<file path="config.mk">
export PLATFORM = sky130hd
export DESIGN_NAME = gap_phase_sequencer_flat
export DESIGN_NICKNAME = d
export VERILOG_FILES = /design/src/rtl/gap_phase_sequencer_if.sv /design/src/rtl/gap_phase_sequencer.sv /design/src/flat_wrapper.sv
export SDC_FILE = /design/constraint.sdc
export NUM_CORES = 1
export LEC_CHECK = 0
export CORE_ASPECT_RATIO = 1.2
export CORE_MARGIN = 2
export CORE_UTILIZATION = 56
export CTS_CLUSTER_DIAMETER = 200
export DETAILED_ROUTE_END_ITERATION = 6
export PLACE_DENSITY = 0.82
export SLEW_MARGIN = 20
export SYNTH_ARGS = -nofsm -noshare
export SYNTH_HDL_FRONTEND = slang
export SYNTH_SLANG_ARGS = --single-unit
</file>
<file path="constraint.sdc">
create_clock -name clk -period 3 [get_ports clk]
set_input_delay 0.6 -clock clk [delete_from_list [all_inputs] [get_ports clk]]
set_output_delay 0.6 -clock clk [all_outputs]
set_load 0.1 [all_outputs]
</file>
<file path="src/rtl/gap_phase_sequencer_if.sv">
// Control/status bundle between a GAP-TV run controller and the phase sequencer.
// The controller side (master) drives the run request; the sequencer (slave) drives memory strobes and status.
interface gap_phase_sequencer_if #(
   parameter int ADDR_W = 8,
   parameter int ITER_W = 8,
   parameter int FRM_W  = 4
) ();
   logic              start;
   logic              hold;
   logic [ITER_W-1:0] n_iter;
   logic [FRM_W-1:0]  f_num;
   logic [ADDR_W-1:0] last_addr;
   logic              ren;
   logic [ADDR_W-1:0] raddr;
   logic              wen;
   logic [ADDR_W-1:0] waddr;
   logic              dx_en;
   logic              dx_diff_rst_n;
   logic [2:0]        phase;
   logic [FRM_W-1:0]  frame_idx;
   logic [ITER_W-1:0] iter_idx;
   logic              busy;
   logic              done;

   modport master (
      output start, hold, n_iter, f_num, last_addr,
      input  ren, raddr, wen, waddr, dx_en, dx_diff_rst_n, phase, frame_idx, iter_idx, busy, done
   );

   modport slave (
      input  start, hold, n_iter, f_num, last_addr,
      output ren, raddr, wen, waddr, dx_en, dx_diff_rst_n, phase, frame_idx, iter_idx, busy, done
   );
endinterface

</file>
<file path="src/rtl/gap_phase_sequencer.sv">
// Sequences GAP-TV reconstruction: per frame READ rows, DIFF (dx_diff enable), WRITE rows,
// looping over frames and iterations. Every output is a register loaded from next-state values.
module gap_phase_sequencer #(
   parameter int ADDR_W = 8,
   parameter int ITER_W = 8,
   parameter int FRM_W  = 4
) (
   input  logic                   clk,
   input  logic                   rst_n,
   gap_phase_sequencer_if.slave   bus
);
   typedef enum logic [2:0] {
      IDLE  = 3'd0,
      READ  = 3'd1,
      DIFF  = 3'd2,
      WRITE = 3'd3,
      DONE  = 3'd4
   } state_t;

   state_t            state, state_n;
   logic [ADDR_W-1:0] row, row_n, last_q;
   logic [FRM_W-1:0]  frm, frm_n, frm_last_q;
   logic [ITER_W-1:0] itr, itr_n, itr_last_q;
   logic              load, active, work_n;

   // A row/step is consumed only when the cycle that just ended had its strobe high;
   // hold sampled at an edge suppresses the strobe of the following cycle.
   assign active = bus.ren | bus.wen | bus.dx_en;

   always_comb begin
      state_n = state;
      row_n   = row;
      frm_n   = frm;
      itr_n   = itr;
      load    = 1'b0;
      unique case (state)
         IDLE: begin
            if (bus.start) begin
               load    = 1'b1;
               row_n   = '0;
               frm_n   = '0;
               itr_n   = '0;
               state_n = (bus.n_iter == '0) ? DONE : READ;
            end
         end
         READ: begin
            if (active) begin
               if (row == last_q) begin
                  row_n   = '0;
                  state_n = DIFF;
               end else begin
                  row_n = row + ADDR_W'(1);
               end
            end
         end
         DIFF: begin
            if (active) begin
               if (row == last_q) begin
                  row_n   = '0;
                  state_n = WRITE;
               end else begin
                  row_n = row + ADDR_W'(1);
               end
            end
         end
         WRITE: begin
            if (active) begin
               if (row == last_q) begin
                  row_n = '0;
                  if (frm != frm_last_q) begin
                     frm_n   = frm + FRM_W'(1);
                     state_n = READ;
                  end else begin
                     frm_n = '0;
                     if (itr != itr_last_q) begin
                        itr_n   = itr + ITER_W'(1);
                        state_n = READ;
                     end else begin
                        state_n = DONE;
                     end
                  end
               end else begin
                  row_n = row + ADDR_W'(1);
               end
            end
         end
         DONE:    state_n = IDLE;
         default: state_n = IDLE;
      endcase
      work_n = (state_n == READ) || (state_n == DIFF) || (state_n == WRITE);
   end

   always_ff @(posedge clk or negedge rst_n) begin
      if (!rst_n) begin
         state             <= IDLE;
         row               <= '0;
         frm               <= '0;
         itr               <= '0;
         last_q            <= '0;
         frm_last_q        <= '0;
         itr_last_q        <= '0;
         bus.ren           <= 1'b0;
         bus.raddr         <= '0;
         bus.wen           <= 1'b0;
         bus.waddr         <= '0;
         bus.dx_en         <= 1'b0;
         bus.dx_diff_rst_n <= 1'b0;
         bus.phase         <= 3'd0;
         bus.frame_idx     <= '0;
         bus.iter_idx      <= '0;
         bus.busy          <= 1'b0;
         bus.done          <= 1'b0;
      end else begin
         state <= state_n;
         row   <= row_n;
         frm   <= frm_n;
         itr   <= itr_n;
         if (load) begin
            last_q     <= bus.last_addr;
            // f_num of zero behaves as a single frame
            frm_last_q <= (bus.f_num == '0) ? '0 : bus.f_num - FRM_W'(1);
            itr_last_q <= bus.n_iter - ITER_W'(1);
         end
         bus.ren           <= work_n && !bus.hold && (state_n == READ);
         bus.wen           <= work_n && !bus.hold && (state_n == WRITE);
         bus.dx_en         <= work_n && !bus.hold && (state_n == DIFF);
         bus.raddr         <= (state_n == READ)  ? row_n : '0;
         bus.waddr         <= (state_n == WRITE) ? row_n : '0;
         bus.dx_diff_rst_n <= !((state_n == DIFF) && (state != DIFF));
         bus.phase         <= state_n;
         bus.frame_idx     <= frm_n;
         bus.iter_idx      <= itr_n;
         bus.busy          <= (state_n != IDLE);
         bus.done          <= (state_n == DONE);
      end
   end
endmodule

</file>
<file path="src/flat_wrapper.sv">
// flat-port wrapper written by rule: the top's interface ports become plain ports
module gap_phase_sequencer_flat 
#(
   parameter int ADDR_W = 8,
   parameter int ITER_W = 8,
   parameter int FRM_W  = 4
)
  (clk, rst_n, bus_start, bus_hold, bus_n_iter, bus_f_num, bus_last_addr, bus_ren, bus_raddr, bus_wen, bus_waddr, bus_dx_en, bus_dx_diff_rst_n, bus_phase, bus_frame_idx, bus_iter_idx, bus_busy, bus_done);
  gap_phase_sequencer_if #(.ADDR_W(ADDR_W), .ITER_W(ITER_W), .FRM_W(FRM_W)) bus_i ();
  input  logic clk;
  input  logic rst_n;
  input wire logic [$bits(bus_i.start)-1:0] bus_start;
  input wire logic [$bits(bus_i.hold)-1:0] bus_hold;
  input wire logic [$bits(bus_i.n_iter)-1:0] bus_n_iter;
  input wire logic [$bits(bus_i.f_num)-1:0] bus_f_num;
  input wire logic [$bits(bus_i.last_addr)-1:0] bus_last_addr;
  output wire logic [$bits(bus_i.ren)-1:0] bus_ren;
  output wire logic [$bits(bus_i.raddr)-1:0] bus_raddr;
  output wire logic [$bits(bus_i.wen)-1:0] bus_wen;
  output wire logic [$bits(bus_i.waddr)-1:0] bus_waddr;
  output wire logic [$bits(bus_i.dx_en)-1:0] bus_dx_en;
  output wire logic [$bits(bus_i.dx_diff_rst_n)-1:0] bus_dx_diff_rst_n;
  output wire logic [$bits(bus_i.phase)-1:0] bus_phase;
  output wire logic [$bits(bus_i.frame_idx)-1:0] bus_frame_idx;
  output wire logic [$bits(bus_i.iter_idx)-1:0] bus_iter_idx;
  output wire logic [$bits(bus_i.busy)-1:0] bus_busy;
  output wire logic [$bits(bus_i.done)-1:0] bus_done;
  assign bus_i.start = bus_start;
  assign bus_i.hold = bus_hold;
  assign bus_i.n_iter = bus_n_iter;
  assign bus_i.f_num = bus_f_num;
  assign bus_i.last_addr = bus_last_addr;
  assign bus_ren = bus_i.ren;
  assign bus_raddr = bus_i.raddr;
  assign bus_wen = bus_i.wen;
  assign bus_waddr = bus_i.waddr;
  assign bus_dx_en = bus_i.dx_en;
  assign bus_dx_diff_rst_n = bus_i.dx_diff_rst_n;
  assign bus_phase = bus_i.phase;
  assign bus_frame_idx = bus_i.frame_idx;
  assign bus_iter_idx = bus_i.iter_idx;
  assign bus_busy = bus_i.busy;
  assign bus_done = bus_i.done;
  gap_phase_sequencer #(.ADDR_W(ADDR_W), .ITER_W(ITER_W), .FRM_W(FRM_W)) u_core (.clk(clk), .rst_n(rst_n), .bus(bus_i));
endmodule
</file>
## Yosys cells after proc, flatten, opt, wreduce, memory -nomap -nowiden

Cells that the tools add are included.

| storage, ports and cells | value |
|---|---|
| output and inout bits | 37 |
| bits in registers | 65 |
| input bits | 24 |

| operators by class | value |
|---|---|
| multiplexer cells | 31 |
| $add $sub $neg | 5 |
| bitwise gates (word level) | 2 |
| reductions and logical operators | 17 |
| equality and inequality tests | 16 |

Operators with widths:

| cell | count |
|---|---|
| $mux 8 | 10 |
| $pmux 8 s2 | 2 |
| $mux 3 | 10 |
| $mux 4 | 5 |
| $add 8x1->8 const B | 2 |
| $eq 3x2->1 const B | 4 |
| $pmux 3 s4 | 1 |
| $eq 8x8->1 | 1 |
| $logic_not 8->1 | 1 |
| $ne 8x8->1 | 1 |
| $pmux 4 s2 | 1 |
| $sub 8x1->8 const B | 1 |
| $eq 3x1->1 const B | 2 |
| $ne 2x1->1 const B | 3 |
| $reduce_and 6->1 | 1 |
| $logic_and 1x1->1 | 5 |
| $add 4x1->4 const B | 1 |
| $logic_not 4->1 | 1 |
| $ne 2x2->1 const B | 2 |
| $ne 4x4->1 | 1 |
| $reduce_and 4->1 | 1 |
| $sub 4x1->4 const B | 1 |
| $eq 3x3->1 const B | 1 |
| $logic_not 3->1 | 1 |
| 8 further kinds | 12 |

## Depth between registers and ports, before layout

| depth | value |
|---|---|
| depth after elaboration | 11 |
| mapped depth | 8 |
| depth with buffers taken out | 7 |

## Least setup slack after synthesis

OpenSTA, ideal clock, no wires.

| timing path | value |
|---|---|
| path type | reg-to-reg |
| from | register u_core.bus.wen |
| to | register u_core.bus.iter_idx[2] |
| data arrival time | 2469 ps |
| required time | 2922 ps |
| cell stages (with the launch flop) | 9 |
| library setup time | 78 ps |
| setup slack | 453 ps |
| cells stage by stage | dfrtp_1 > nor3_1 > nor3_2 > and3_1 > buf_6 > a31oi_4 > buf_6 > or3_1 > a21oi_1 |

| on the way | value |
|---|---|
| cells in the longest elaborated chain, start to end | 4 |

RTL lines:

| element | RTL line | text |
|---|---|---|
| from (decl) | gap_phase_sequencer_if.sv:32 | `output ren, raddr, wen, waddr, dx_en, dx_diff_rst_n, phase, frame_idx, iter_idx, busy, done` |
| from (signal assigned) | gap_phase_sequencer.sv:125 | `bus.wen <= work_n && !bus.hold && (state_n == WRITE);` |
| $or 1x1->1 (2 in a row) | gap_phase_sequencer.sv:28 | `assign active = bus.ren \| bus.wen \| bus.dx_en;` |
| $ne 2x1->1 (no source line) | -- |  |
| $reduce_and 6->1 (no source line) | -- |  |
| to (signal assigned) | gap_phase_sequencer.sv:132 | `bus.iter_idx <= itr_n;` |
| to (decl) | gap_phase_sequencer_if.sv:32 |  |

Every way passes these cells.
A chain may end at the register's enable or synchronous reset.

==> flow_summary.yaml <==
status:
  status: "finished clean"
finish:
  regArea_mm2: 0.001627
  syn_to_final_growth_pct: 27.01
  diodes: 0
  drive_above_1_share_pct: 19.15
  nets: 425
  fillCellCount: 444
  layout_commonest_cell: "dfrtp_1"
  multiInputGateArea_mm2: 0.001420
  fin_area_mm2: 0.004019
  final_cell_mix: "dfrtp_1 (65), nand2_1 (49), buf_4 (45)"
yosys:
  synth-seq-cells: 65
  synth_async_sr_flop_share_pct: 100.0
  synth.avg_cell_area_um2: 9.647
  ys_warn_count: 0
  syn_nets: 356
  synthesis.area_mm2: 0.003164
  yosysSeqAreaShare_pct: 51.40
  synth.distinct_cells: 47
  synth_ff_type: "dfrtp_1"
  netlist_instances: 328
  synth_top_area_share_pct: 51.40
  netlist_top_cells_area: "dfrtp_1 (51%), nand2_1 (5.8%), xor2_1 (5.3%), nor2_1 (4.2%), o21ai_0 (3.5%)"
  synth_edf_count: 0
  synth_top_area_cell: "dfrtp_1"
global_route:
  grt_use_met1_pct: 28.80
  grt_first_pass_wirelength_mm: 11.68
  grt-ovfl-total: 0
  grt_use_total_pct: 23.98
  use_met3_pct: 4.535
  grt_pass1_vias: 2575
  grt_start_max_net_pins: 44
  antenna_found_initial: 0
  gr-max-usage-layer: "met2"
  grt_use_met2_pct: 41.32
setup_path:
  worstPathArrival_ps: 2660
  critPathKind: "reg2reg"
  crit_top_cell: "a21oi_1"
  start_kind: "register"
  crit_fanout: 15
  max_stage_delay_ps: 640
  crit_slowest_cell: "nor4_1"
  cp-end-kind: "register"
  crit_chain: "xor2_1, nor4_1, a21oi_1, a31oi_4, o21ai_0, a21oi_1"
  required_ps: 3260
sta:
  rsz0062_at_grt: "false"
  finalSetupViolations: 0
  fin_tns_setup_ps: 0
  tightest_slew_ps: 735.7
  min_period_ps: 2398
  skew_ps: 6.230
  finalHoldViolations: 0
  slew_headroom_pct: 50.74
  fin_crit_sh_pct: 79.93
  slew_viol_final: 0
  fmax_mhz: 417.0
routing:
  drc: 0
  viasPerCell: 5.667
  dr.pass1.iters: 4
  first_iter_violations: 152
  finalWirelength_mm: 6.943
  vias: 2641
  postRouteAntennaNets: 0
  wl_per_cell_um: 14.90
floorplan:
  coreArea_mm2: 0.005555
  fp.dieH_um: 86.35
  die_w_um: 72.62
  start_util_pct: 56.96
  io_pins: 61
  die-area_mm2: 0.006270
  num_rows: 30
clocking:
  clock-root-buffer: "clkbuf_8"
  clk_latency_ps: 340
  cts_tree: "yes"
  cts_buffers: 9
  hold_buffers: 0
  cts_sinks: 65
  cts_max_path_buffers: 2
  htreeDepth: 3
  cts_resized: 0
  cts_setup_buffers: 0
  cts.clk_slew.worst_paths_ps: 70
pwr:
  pwr-share-clk_pct: 21.8
  p_sw_w: 0.001969
  p_per_area_mw_per_mm2: 1053
  p_int_w: 0.002262
  leakage_nw: 1.928
  comb_power_share_pct: 45.5
  peakVddDrop_v: 0.0004612
  p_seq_share_pct: 32.7
  switching_share_pct: 46.54
place:
  gp_congestion: 0.7975
  port_buffers: 60
  dpl_cell_area_mm2: 0.003746
  dp_hpwl_mm: 4.975
hold_path:
  hp-class: "in2async"
flow_run:
  cap_violations: 0
==> through the flow <==
stage	instances	utilization (%)	setup slack, ps	total power [W]	hold slack (ps)
6_report	466	72.34	602.1	0.004231	129.8
4_1_cts	465	71.98	650.5	0.004239	432.4
5_1_grt	466	72.34	381.0	0.004447	147.1
3_5_place_dp	449	67.43	422.0	0.003315	485.6
2_1_floorplan	328	-	453.1	0.002854	304.4
3_3_place_gp	449	67.43	532.9	0.003267	478.2
==> cell families after synthesis <==
family | count (synthesis) | synth area share [%]
and+or+nand+nor | 144 | 23.01
muxes | 1 | 0.3558
buffers and inverters | 26 | 3.716
xor gates and xnor gates | 27 | 7.473
DFF | 65 | 51.40
adders and majority gates | 4 | 1.582
AOI/OAI and AO/OA | 61 | 12.46
==> area by class of cell <==
class / count / share of cell area [%]
sequential: 65 / 40.47
multi-input combinational: 237 / 35.34
clock inverter: 6 / 2.864
clock buffer: 10 / 3.425
timing repair buffer: 69 / 14.51
inverter: 15 / 1.401
tap: 64 / 1.993
==> routing by layer <==
layer	wire, um	share of wire, %
met1	2838	41
met2	3615	52
met3	370	5.3
met4	119	1.7
met5	0	0
==> final timing paths <==
path / cells after the start / slack, ps / end / from
setup / recovery: 6 / 600 / u_core.bus.iter_idx[7] / u_core.bus.iter_idx[0]
hold / removal: 1 / 130 / u_core.bus.wen / rst_n
setup reg to reg: 6 / 600 / u_core.bus.iter_idx[7] / u_core.bus.iter_idx[0]
hold reg to reg: 2 / 500 / u_core.last_q[0] / u_core.last_q[0]
max in group asynchronous: 3 / 2160 / u_core.bus.frame_idx[0] / rst_n
min in group clk: 2 / 500 / u_core.last_q[0] / u_core.last_q[0]
==> flip-flops by register name, indices dropped and copies added (netlist names) <==
| signal | count |
|---|---|
| u_core.bus.iter_idx | 8 |
| u_core.bus.raddr | 8 |
| u_core.bus.waddr | 8 |
| u_core.itr_last_q | 8 |
| u_core.last_q | 8 |
| u_core.row | 8 |
| u_core.bus.frame_idx | 4 |
| u_core.frm_last_q | 4 |
| u_core.bus.phase | 3 |
| u_core.bus.busy | 1 |
| u_core.bus.done | 1 |
| u_core.bus.dx_diff_rst_n | 1 |
| u_core.bus.dx_en | 1 |
| u_core.bus.ren | 1 |
| u_core.bus.wen | 1 |
==> power by group through the flow <==
stage	clock, W	sequential (W)	combinational [W]
2_1_floorplan	0	0.00204	0.000810
3_3_place_gp	0	0.00139	0.00188
3_5_place_dp	0	0.00140	0.00192
4_1_cts	0.000931	0.00138	0.00193
5_1_grt	0.000970	0.00142	0.00206
6_report	0.000923	0.00138	0.00192
==> critical path, delay by kind of cell, from the launching register on <==
kind	cells	cell delay [ps]
compound gates	4	1010
xor+xnor	1	180
flops	1	490
simple gates	1	640
==> cells in the mapped netlist, types with 2 or more instances <==
cell / instances
buf_6: 2
o31ai_1: 2
nor3_1: 9
dfrtp_1: 65
ha_1: 4
o21ai_0: 22
a31oi_1: 6
o211ai_1: 2
or3_1: 6
xnor2_1: 8
buf_2: 4
xor2_1: 19
nor2_1: 35
inv_1: 15
nand3_1: 14
nand4_1: 7
and4_1: 2
and3_1: 2
nor4_1: 4
nand2b_1: 2
a22o_1: 2
a21oi_1: 13
and2_1: 4
clkbuf_1: 4
nand2_1: 49
a31o_2: 5
No activity file was read; power rests on OpenSTA's default activity.
==> variant 1, RTL diff (same flow settings) <==
`FRM_W` is set to 4 in 3 places; all go to 6.
--- a/src/rtl/gap_phase_sequencer_if.sv
+++ b/src/rtl/gap_phase_sequencer_if.sv
@@ -3,7 +3,7 @@
 interface gap_phase_sequencer_if #(
    parameter int ADDR_W = 8,
    parameter int ITER_W = 8,
-   parameter int FRM_W  = 4
+   parameter int FRM_W  = 6
 ) ();
    logic              start;
    logic              hold;
--- a/src/rtl/gap_phase_sequencer.sv
+++ b/src/rtl/gap_phase_sequencer.sv
@@ -3,7 +3,7 @@
 module gap_phase_sequencer #(
    parameter int ADDR_W = 8,
    parameter int ITER_W = 8,
-   parameter int FRM_W  = 4
+   parameter int FRM_W  = 6
 ) (
    input  logic                   clk,
    input  logic                   rst_n,
--- a/src/flat_wrapper.sv
+++ b/src/flat_wrapper.sv
@@ -3,7 +3,7 @@
 #(
    parameter int ADDR_W = 8,
    parameter int ITER_W = 8,
-   parameter int FRM_W  = 4
+   parameter int FRM_W  = 6
 )
   (clk, rst_n, bus_start, bus_hold, bus_n_iter, bus_f_num, bus_last_addr, bus_ren, bus_raddr, bus_wen, bus_waddr, bus_dx_en, bus_dx_diff_rst_n, bus_phase, bus_frame_idx, bus_iter_idx, bus_busy, bus_done);
   gap_phase_sequencer_if #(.ADDR_W(ADDR_W), .ITER_W(ITER_W), .FRM_W(FRM_W)) bus_i ();
Ports: changed (resized bus_f_num and bus_frame_idx); port bits go from 61 to 65. The function was not compared with the original's and may differ.
==> variant 1 against the unedited design <==
Count of clock-buffer cells in the layout up 3. Critical path depth unchanged. Via count grew 6.2%. Cell area is 6.4% higher. Wire length grew 4.7%. Sequential cell count rose by 4. Synthesized area grew 8.3%. Power shrank 28%. Core utilization shrank 0.77 points. First-iteration DRC count fell by 24%. Worst setup slack got worse by 0.16 ns. Critical endpoint is now u_core.bus.raddr[0].
==> variant 1: results (changes against the unedited design) <==
** Setup path
- Worst endpoint data arrival time :: 2.81 ns (+0.15 ns)
- Crit Reg-Reg Endpoint :: u_core.bus.raddr[0]
- Slowest library cell on the worst path :: sky130_fd_sc_hd__or3b_1
- The worst register-to-register path begins at u_core.row[2].
- Delay of the slowest critical-path stage :: 0.58 ns (-0.06 ns)
- The worst reg-to-reg setup slack is 0.44 ns (-0.16 ns).
- The maximum fanout encountered on the critical timing path is 11 (-4).
- Cell family with the largest share of critical-path delay :: simple AND/OR/NAND/NOR gates

** Finish
- The total number of nets in the final design is 461 (+8.5%).
- Fill cells :: 504 (+14%)
- Share of post-route cells with drive strength above 1 :: 17.7% (-1.4 points)

** Global route
- Pin count of the biggest net entering global routing :: 37 (-16%)
- The via count of the first global-routing pass was 2,740 (+6.4%).
- Global Route Usage Sum :: 23.5% (-0.46 points)

** Synth
- The sequential area share after synthesis is 50.4% (-1.0 points).
- Synthesized netlist net count :: 390 (+9.6%)
- List of most frequent post-synthesis cells :: 69 x sky130_fd_sc_hd__dfrtp_1, 62 x sky130_fd_sc_hd__nand2_1, 31 x sky130_fd_sc_hd__nor2_1, 24 x sky130_fd_sc_hd__o21ai_0, 22 x sky130_fd_sc_hd__xnor2_1
- In the post-synthesis netlist, the biggest area contributors are sky130_fd_sc_hd__dfrtp_1 50%, sky130_fd_sc_hd__nand2_1 6.8%, sky130_fd_sc_hd__xnor2_1 5.6%, sky130_fd_sc_hd__o21ai_0 3.5%, sky130_fd_sc_hd__nor2_1 3.4%.
- Unique cell type count in the Yosys netlist :: 53 (+13%)

** Routing
- Vias per cell :: 5.44 (-4.0%)
- The iteration-0 DRC count of the detailed router is 116 (-24%).
- Post-Route WL :: 7270 um (+4.7%)

** Power and ir drop
- The peak supply drop was 0.000387 V (-16%).
- Leakage power summed over all cells :: 1.99 nW (+3.4%)

** Placed design
- Post-DP HPWL :: 5390 um (+8.4%)
- The placed instance count is 500 (+11%).
- Global placement routability congestion :: 0.803 (+0.71%)

** STA
- The slew at the pin closest to its max-slew limit was 0.769 ns (+0.0334 ns).
- The worst clock skew on the final layout came to 0.00891 ns (+0.00267 ns).

** Run status
- The run finished with clean final reports.
==> variant 1: through the flow <==
step	hold slack [ns]	total power [mW]	util [%]	cell area [sq um]	worst slack, ns
after CTS	0.353	3.04	71.6	4280	0.486
after detailed placement	0.483	2.28	68.2	4070	0.351
after global routing	0.390	3.17	71.6	4280	0.299
after floorplan	0.304	2.00	-	3430	0.357
after global placement	0.480	2.26	68.2	4070	0.415
final	0.332	3.03	71.6	4280	0.441
==> variant 1: worst max path at each step <==
stage / cells after the start / endpoint / start
after detailed placement: 8 / u_core.bus.ren / bus_n_iter[0]
after global placement: 8 / u_core.bus.raddr[7] / bus_n_iter[0]
after floorplan: 7 / u_core.bus.iter_idx[3] / u_core.bus.phase[2]
final: 6 / u_core.bus.raddr[0] / u_core.row[2]
after global routing: 6 / u_core.bus.raddr[4] / u_core.row[3]
after CTS: 6 / u_core.bus.raddr[3] / u_core.row[2]
==> variant 1: report_power, final <==
part | switching [mW] | total (mW) | internal, mW
sequential | 0.122 | 1.18 | 1.06
clock | 0.340 | 0.770 | 0.430
combinational | 0.784 | 1.08 | 0.296
total | 1.25 | 3.03 | 1.79
==> variant 1: cells by family (layout without fill, tap and decap cells) <==
family | Yosys count | count (layout) | share of synthesized area (%)
compound gates | 59 | 59 | 11.5
xor+xnor | 32 | 32 | 8.17
fa+ha+maj | 6 | 6 | 2.19
buf+inv | 28 | 104 | 3.54
flops | 69 | 69 | 50.4
mux | 5 | 5 | 1.50
simple gates | 159 | 159 | 22.7
==> variant 1: area by class of cell <==
class / instances / area (sq um) / area share, %
well taps: 82 / 103 / 2.40
repair buffers: 70 / 596 / 13.9
inverters: 18 / 67.6 / 1.58
flip-flops and latches: 69 / 1730 / 40.4
clock inverters: 3 / 43.8 / 1.02
multi-input cells: 261 / 1580 / 37.0
clock buffers: 13 / 159 / 3.72
==> variant 1: metal layers <==
layer | track usage, % | share of wire [%] | up-vias | routed length, um
met4 | 10.4 | 1.5 | 0 | 111
met1 | 28.9 | 42 | 1339 | 3050
met2 | 39.0 | 52 | 85 | 3800
li1 | - | - | 1372 | -
met5 | 0 | 0 | - | 0
met3 | 4.60 | 4.3 | 10 | 313
==> variant 1: worst reg2reg max path, delay by kind of cell, from the launching register on <==
family,cells,cell delay [ns]
AOI/OAI and AO/OA,1,0.11
DFF,1,0.45
xor gates and xnor gates,1,0.22
and+or+nand+nor,4,1.68
==> variant 2, RTL diff (same settings) <==
Without the edit above. Reset style: synchronous (`rst_n`), changed in one clocked block.
--- a/src/rtl/gap_phase_sequencer.sv
+++ b/src/rtl/gap_phase_sequencer.sv
@@ -90,7 +90,7 @@
       work_n = (state_n == READ) || (state_n == DIFF) || (state_n == WRITE);
    end
 
-   always_ff @(posedge clk or negedge rst_n) begin
+   always_ff @(posedge clk) begin
       if (!rst_n) begin
          state             <= IDLE;
          row               <= '0;
Formal check against the unedited RTL: differs if rst_n is asserted again (counterexample within 4 cycles, from zero or initial values and one cycle with rst_n low); with rst_n held inactive, the same outputs for 10 cycles.
==> variant 2 against the unedited design <==
Wire length is 9.6% lower. Worst setup slack worse by 0.13 ns. Sequential cell count stayed put. Hold slack better by 0.34 ns. Sequential share of layout area is 5.1 points lower. Synthesized area is 8.0% lower. Clock skew is 0.0010 ns lower. Cell area is 8.4% lower. Die area is 7.6% lower.
Power is not compared: it rests on default switching activity, and its combinational part moved more than twofold at a synthesized area within 25%.
==> variant 2: results (changes against the unedited design) <==
** Routing
- DR vias :: 2,557 (-3.2%)
- Vias per cell :: 5.61 (-1.1%)
- Iteration-0 DRC count of the detailed router :: 113 (-26%)
- Detailed route wirelength on metal3 :: 230 um (-38%)
- The length of routed wiring on met1 is 2720 um (-4.3%).
- The number of search-and-repair iterations in the first detailed-routing pass was 5 (+1).

** Setup path
- Largest fanout on the critical path :: 9 (-6)
- Worst reg2reg setup slack :: 0.51 ns (-0.09 ns)
- The delay contributed by the slowest stage of the critical path was 0.49 ns (-0.15 ns).
- Slowest library cell on the worst path :: sky130_fd_sc_hd__clkdlybuf4s50_1
- In this run the worst setup path begins at bus_n_iter[0].
- In this run the worst setup path terminates at u_core.bus.raddr[6].
- The worst register-to-register path begins at u_core.row[6].

** Finish
- Total Nets Final :: 419 (-1.4%)

** Synth
- The post-synthesis xor/xnor area fraction is 8.13% (+0.65 points).
- Share of the synthesized area in compound gates (AO/OA/AOI/OAI) :: 18.2% (+5.8 points)
- The number of library cell types mapped by synthesis was 46 (-2.1%).
- Among all flip-flop cells after synthesis, the most frequent one is sky130_fd_sc_hd__dfxtp_1.
- The sequential area share after synthesis came to 44.7% (-6.7 points).
- After synthesis, the most frequently instantiated cells are 65 x sky130_fd_sc_hd__dfxtp_1, 42 x sky130_fd_sc_hd__nor2_1, 33 x sky130_fd_sc_hd__nand2_1, 28 x sky130_fd_sc_hd__a21oi_1, 17 x sky130_fd_sc_hd__xnor2_1.
- Biggest area contributors in the synthesized netlist :: sky130_fd_sc_hd__dfxtp_1 45%, sky130_fd_sc_hd__nor2_1 5.4%, sky130_fd_sc_hd__xnor2_1 5.1%, sky130_fd_sc_hd__a21oi_1 4.8%, sky130_fd_sc_hd__nand2_1 4.3%
- Mux cell area share after synthesis :: 1.12% (+0.76 points)

** Global route
- The met3 global-route usage came to 4.13% (-0.41 points).
- Pin count of the biggest net entering global routing :: 33 (-25%)
- Number of global-route vias before repair :: 2,326 (-9.7%)
- First-pass GRT wire length :: 10,300 um (-12%)
- The global routing usage summed across all routing layers is 21.9% (-2.0 points).

** STA
- Worst Hold Slack :: 0.465 ns (+0.335 ns)
- The worst clock skew on the final layout is 0.00523 ns (-0.000996 ns).
- Relative slew margins :: 57.5% (+6.7 points)

** Worst hold path
- Type of the tightest min-delay check :: flop to flop

** Placed design
- The final weighted congestion in routability-driven placement is 0.785 (-1.6%).
- The placed wire-length estimate is 4600 um (-7.6%).
- Cell count after placement :: 440 (-2.0%)

** Run status
- The flow ran to the end, and the final reports show no timing, DRC or antenna violations.
[variant 2: area by class of cell]
cell class	count	area (sq um)
Clock buffer	14	183
Clock inverter	2	10.0
Fill cell	422	1290
Inverter	7	26.3
Multi-Input combinational cell	242	1530
Sequential cell	65	1300
Tap cell	60	75.1
Timing Repair Buffer	66	553
[variant 2: power breakdown]
group	leakage [nW]	internal (mW)	switching (mW)
clock network	0.102	0.388	0.313
logic	0.856	0.108	0.184
registers	0.529	0.892	0.0226
total	1.49	1.39	0.520
[variant 2: through the flow]
step / instance area [sq um] / setup slack [ns] / power [mW]
after floorplan: 2910 / 0.366 / 1.14
after global placement: 3490 / 0.208 / 1.22
after detailed placement: 3490 / 0.160 / 1.22
after CTS: 3680 / 0.491 / 1.92
after global routing: 3680 / 0.305 / 1.99
final: 3680 / 0.473 / 1.91
